[src/rtl/hazard_controller.sv]
// Pipeline hazard controller: load-use bubbles, taken-branch flushes, memory waits.
// Optional stall statistics counter enabled by defining HAZARD_STATS_EN.
module hazard_controller #(
    parameter int REG_ADDR_W = 5,
    parameter int STAT_W     = 16
) (
    input  logic                  clk,
    input  logic                  reset,
    input  logic [REG_ADDR_W-1:0] id_rs1,
    input  logic [REG_ADDR_W-1:0] id_rs2,
    input  logic [REG_ADDR_W-1:0] ex_rd,
    input  logic                  ex_mem_read,
    input  logic                  ex_branch_taken,
    input  logic                  mem_req,
    input  logic                  mem_ready,
    output logic                  stall_pc,
    output logic                  stall_ifid,
    output logic                  stall_idex,
    output logic                  stall_exmem,
    output logic                  clear_ifid,
    output logic                  clear_idex,
    output logic [1:0]            state
`ifdef HAZARD_STATS_EN
    ,
    output logic [STAT_W-1:0]     stall_count
`endif
);

    typedef enum logic [1:0] {
        RUN       = 2'd0,
        LU_BUBBLE = 2'd1,
        MEM_WAIT  = 2'd2
    } state_t;

    state_t state_q;
    state_t state_nxt;

    logic mem_wait;
    logic load_use;

    assign mem_wait = mem_req && !mem_ready;
    assign load_use = ex_mem_read && (ex_rd != '0) &&
                      ((ex_rd == id_rs1) || (ex_rd == id_rs2));

    always_comb begin
        stall_pc    = 1'b0;
        stall_ifid  = 1'b0;
        stall_idex  = 1'b0;
        stall_exmem = 1'b0;
        clear_ifid  = 1'b0;
        clear_idex  = 1'b0;
        state_nxt   = RUN;
        if (!reset) begin
            case (state_q)
                RUN: begin
                    if (mem_wait) begin
                        stall_pc    = 1'b1;
                        stall_ifid  = 1'b1;
                        stall_idex  = 1'b1;
                        stall_exmem = 1'b1;
                        state_nxt   = MEM_WAIT;
                    end else if (ex_branch_taken) begin
                        // Flush wins; the dependent instruction is squashed anyway.
                        clear_ifid = 1'b1;
                        clear_idex = 1'b1;
                    end else if (load_use) begin
                        stall_pc   = 1'b1;
                        stall_ifid = 1'b1;
                        clear_idex = 1'b1;
                        state_nxt  = LU_BUBBLE;
                    end
                end
                LU_BUBBLE: begin
                    if (mem_wait) begin
                        stall_pc    = 1'b1;
                        stall_ifid  = 1'b1;
                        stall_idex  = 1'b1;
                        stall_exmem = 1'b1;
                        state_nxt   = MEM_WAIT;
                    end
                end
                MEM_WAIT: begin
                    if (!mem_ready) begin
                        stall_pc    = 1'b1;
                        stall_ifid  = 1'b1;
                        stall_idex  = 1'b1;
                        stall_exmem = 1'b1;
                        state_nxt   = MEM_WAIT;
                    end
                end
                default: state_nxt = RUN;
            endcase
        end
    end

    always_ff @(posedge clk) begin
        if (reset) state_q <= RUN;
        else       state_q <= state_nxt;
    end

    assign state = state_q;

`ifdef HAZARD_STATS_EN
    logic [STAT_W-1:0] cnt_q;

    always_ff @(posedge clk) begin
        if (reset)                          cnt_q <= '0;
        else if (stall_pc && (cnt_q != '1)) cnt_q <= cnt_q + 1'b1;
    end

    assign stall_count = cnt_q;
`endif

endmodule

[config.mk]
export PLATFORM = sky130hd
export DESIGN_NAME = hazard_controller
export DESIGN_NICKNAME = d
export VERILOG_FILES = /design/src/rtl/hazard_controller.sv
export SDC_FILE = /design/constraint.sdc
export NUM_CORES = 1
export LEC_CHECK = 0
export CAP_MARGIN = 15
export CORE_AREA = 2 2 39 41
export DETAILED_ROUTE_END_ITERATION = 7
export DIE_AREA = 0 0 41 43
export GPL_ROUTABILITY_DRIVEN = 0
export PLACE_DENSITY = 0.67
export REMOVE_ABC_BUFFERS = 1
export SYNTH_ARGS = -nofsm -noshare
export SYNTH_HDL_FRONTEND = slang
export SYNTH_SLANG_ARGS = --single-unit
[constraint.sdc]
create_clock -name clk -period 3.4 [get_ports clk]
set_clock_uncertainty 0.2 [all_clocks]
set_input_delay 0.51 -clock clk [delete_from_list [all_inputs] [get_ports clk]]
set_output_delay 0.51 -clock clk [all_outputs]
set_load 0.1 [all_outputs]
==> results.md <==
- The run finished with clean final reports.
- Summed over all cells, the static leakage comes to 0.000250 uW.
- In the routed layout, each cell is associated on average with a via count of 4.40.
- The number of nets at the end of the flow is 87.
- The number of vias after detailed routing is 352.
- Compared with the post-synthesis result, the final layout area differs by 122%.
- Cells fill 44.4% of the core in the end.
- The worst hold path belongs to the class reg2reg.
- The synthesized area per cell is 7.90 um2.
- The first-pass GRT wire length is 1320 um.
- The power density of the placed cells is 283 mW/mm2.
- The worst register-to-register path has a depth of 3.
- The worst hold path was traced through 3 stages.
- Once the clock tree was built, the setup fixing pass inserted 0 buffers.
- The cell with the biggest individual delay on the critical path is sky130_fd_sc_hd__clkdlybuf4s50_1.
- The mapped netlist covers 277 um2.
- Clock-pin slew was measured on the worst setup and hold paths at 0.03 ns.
- The maximum number of pins on one net before global-route repair is 5.
- The critical path required time is 2.69 ns.
- The slack of the critical path is 0.519 ns.
- The clock tree buffer depth is 2.
- The minimum clock period after layout is 2.88 ns.
- Across all register-to-register paths, the minimum setup slack is 2.05 ns.
- The number of global-route vias before repair is 369.
- In this run, CTS created clock tree buffers numbering 3.
- The number of antenna violations at the first check in global routing was 0.
- The share of synthesized area occupied by flip-flops and latches is 14.5%.
- The warning count from the yosys run is 0.
- After global routing the overflow that remains totals 0.
- The routed design has 754 um of wire.
- The total area inside the core boundary comes to 0.00138 mm2.
- The HPWL after detailed placement is 699 um.
- The count of H-tree levels built during CTS is 1.
- The CTS tree is built.
- Across the VDD grid, the largest voltage drop is 0.000154 V.
- The worst register-to-register path begins at state[0].
- After floorplanning, the core was divided into 14 placement rows.
- The detailed-routing iteration count for the pre-antenna-repair pass is 2.
- The die is 41 um wide.
- The cell taking the most area after synthesis is sky130_fd_sc_hd__xor2_1.
- The number of setup violations in the final report is 0.
- The worst register-to-register path ends at state[0].
- The post-synthesis cell type count is 17.
- At the pin with the least slew margin, the transition time is 0.426 ns.
- In this run the vertical extent of the chip is 43 um.
- The number of fill cells in the layout is 155.
- The total count of hold-check failures in the final report is 0.
- The endpoint class of the critical path is a primary output.
- Synthesis inferred 2 register bits.
- The count of antenna diodes in the layout is 0.
- Walking the worst path, the cells encountered are clkdlybuf4s50_1 > xor2_1 > nor3_1 > a22oi_1 > o21bai_1 > buf_12.
- The tree built by TritonCTS fans out to 2 sinks.
- The count of buffers from port buffering is 28.
- The first-iteration detailed-routing DRC count is 2.
- Synthesis produced a netlist whose cell count is 35.
- The arrival time reported for the critical path endpoint is 2.17 ns.
- The hold path startpoint is state[0].
- Setup repair after global routing left no endpoint under its margin.
- The tree is rooted in a sky130_fd_sc_hd__clkbuf_4.
- The path type of the worst setup path is in2out.
- Pin placement for this block handled 29 I/O pins.
- In this run, post-CTS repair resized a total of 0 instances.
- For this run, design rule violations remaining after detail routing come to 0.
- The die covers 0.00176 mm2.
- The max-slew violation count is 0.
- After detailed routing, the average wire length per cell comes to 9.43 um.
- The initial core utilization is 20.0%.
- The most critical setup path has its startpoint at ex_rd[0].
- The highest clock rate is 347 MHz.
- In this run the tightest slew margin relative to its limit is 71.6%.
- STA classifies the critical path startpoint as an input pin.
- The final clock period utilization by the worst path is 84.7%.
- Timing analysis after detailed placement gives a worst setup slack of 0.490 ns.
- The number of nets with antenna violations after detailed routing is 0.
- By area the synthesized netlist is led by sky130_fd_sc_hd__xor2_1 (32%), sky130_fd_sc_hd__dfxtp_1 (14%), sky130_fd_sc_hd__nor3_1 (7.2%).
- The hold buffer count at cts is 0.
- In the final layout, the share of cells above drive strength 1 is 23.4%.
- Across every metal layer, demand over resource in global routing totals 11.3%.
- Summed over its instances, the top area cell type makes up 31.7% of the synthesized netlist area.
- Of all nets on the critical path, the largest fanout is 3.
- The endpoint of the worst hold path is state[0].
- On the worst path, the slowest cell contributes a delay of 0.48 ns.
- The max capacitance violation total is 0.
- The flip-flop count of the largest register, all copies and words added is 2.
- The worst-skew pair later-pin latency is 0.22 ns.
- The smallest hold slack is 0.421 ns.
[area by class of cell]
cell class / count / area, um2 / area share [%]
Clock buffer: 3 / 22.5 / 3.67
Inverter: 4 / 15.0 / 2.44
Multi-Input combinational cell: 27 / 206 / 33.6
Sequential cell: 2 / 40.0 / 6.52
Tap cell: 16 / 20.0 / 3.26
Timing Repair Buffer: 28 / 310 / 50.5
[metrics by stage]
step | instance area [um2] | cells | total power (uW) | TNS [ns]
after global routing | 614 | 80 | 185 | 0
after detailed placement | 592 | 77 | 122 | 0
after global placement | 592 | 77 | 122 | 0
final | 614 | 80 | 174 | 0
after floorplan | 262 | 33 | 76.2 | -14.76
after CTS | 614 | 80 | 178 | 0
[synth_stat cells]
library cell                 n
sky130_fd_sc_hd__mux2i_1     1
sky130_fd_sc_hd__nor2_1      2
sky130_fd_sc_hd__a22oi_1     1
sky130_fd_sc_hd__or4_4       1
sky130_fd_sc_hd__o31ai_1     1
sky130_fd_sc_hd__o21ai_2     1
sky130_fd_sc_hd__or2b_1      1
sky130_fd_sc_hd__buf_4       2
sky130_fd_sc_hd__nand2_1     1
sky130_fd_sc_hd__inv_2       1
sky130_fd_sc_hd__xor2_1     10
sky130_fd_sc_hd__nor3_1      4
sky130_fd_sc_hd__a2111oi_2   1
sky130_fd_sc_hd__nor4_1      2
sky130_fd_sc_hd__dfxtp_1     2
sky130_fd_sc_hd__o21bai_1    1
sky130_fd_sc_hd__inv_1       3
[placed cells by master, fill, tap and decap left out, types with 2 or more instances in the layout]
cell type | netlist | layout
sky130_fd_sc_hd__clkbuf_4 | 0 | 3
sky130_fd_sc_hd__nor4_1 | 2 | 2
sky130_fd_sc_hd__xor2_1 | 10 | 10
sky130_fd_sc_hd__clkdlybuf4s50_1 | 0 | 20
sky130_fd_sc_hd__inv_1 | 3 | 3
sky130_fd_sc_hd__nor2_1 | 2 | 2
sky130_fd_sc_hd__buf_12 | 0 | 4
sky130_fd_sc_hd__dfxtp_1 | 2 | 2
sky130_fd_sc_hd__nor3_1 | 4 | 4
sky130_fd_sc_hd__buf_4 | 2 | 4
[where the power goes]
group | internal, uW | leakage [uW] | total (uW) | switching (uW)
clock | 39.0 | 0.0000138 | 52.9 | 13.9
sequential | 24.3 | 0.0000163 | 25.2 | 0.894
combinational | 42.6 | 0.000220 | 95.9 | 53.4
[critical path: cells and delay by family]
| family | cells | cell delay, ns |
|---|---|---|
| and+or+nand+nor | 1 | 0.21 |
| AOI/OAI and AO/OA | 2 | 0.54 |
| buffers and inverters | 2 | 0.71 |
| xor gates and xnor gates | 1 | 0.19 |
[cell families (layout without fill, tap and decap cells)]
| family | Yosys count | count (layout) | synth area share (%) |
|---|---|---|---|
| AO/OA/AOI/OAI | 5 | 5 | 16.7 |
| flip-flops | 2 | 2 | 14.5 |
| multiplexers | 1 | 1 | 3.62 |
| AND/OR/NAND/NOR | 11 | 11 | 22.6 |
| buffers and inverters | 6 | 35 | 10.9 |
| XOR/XNOR | 10 | 10 | 31.7 |
[how the worst max path moves through the flow]
stage	endpoint	slack [ns]
2_1_floorplan	stall_ifid	-4.41
6_report	stall_pc	0.52
3_5_place_dp	clear_idex	0.49
5_1_grt	clear_idex	0.34
4_1_cts	clear_idex	0.48
3_3_place_gp	stall_pc	0.53
[routing by layer]
metal  track usage, %  part of all wire, %  up-vias
met5                0                    0        -
met4             4.00                  1.9        0
met3             8.90                   17        2
met2             17.2                   44       29
met1             11.1                   37      143
li1                 -                    -      178
Note: power is estimated with default switching activity, not from simulation.
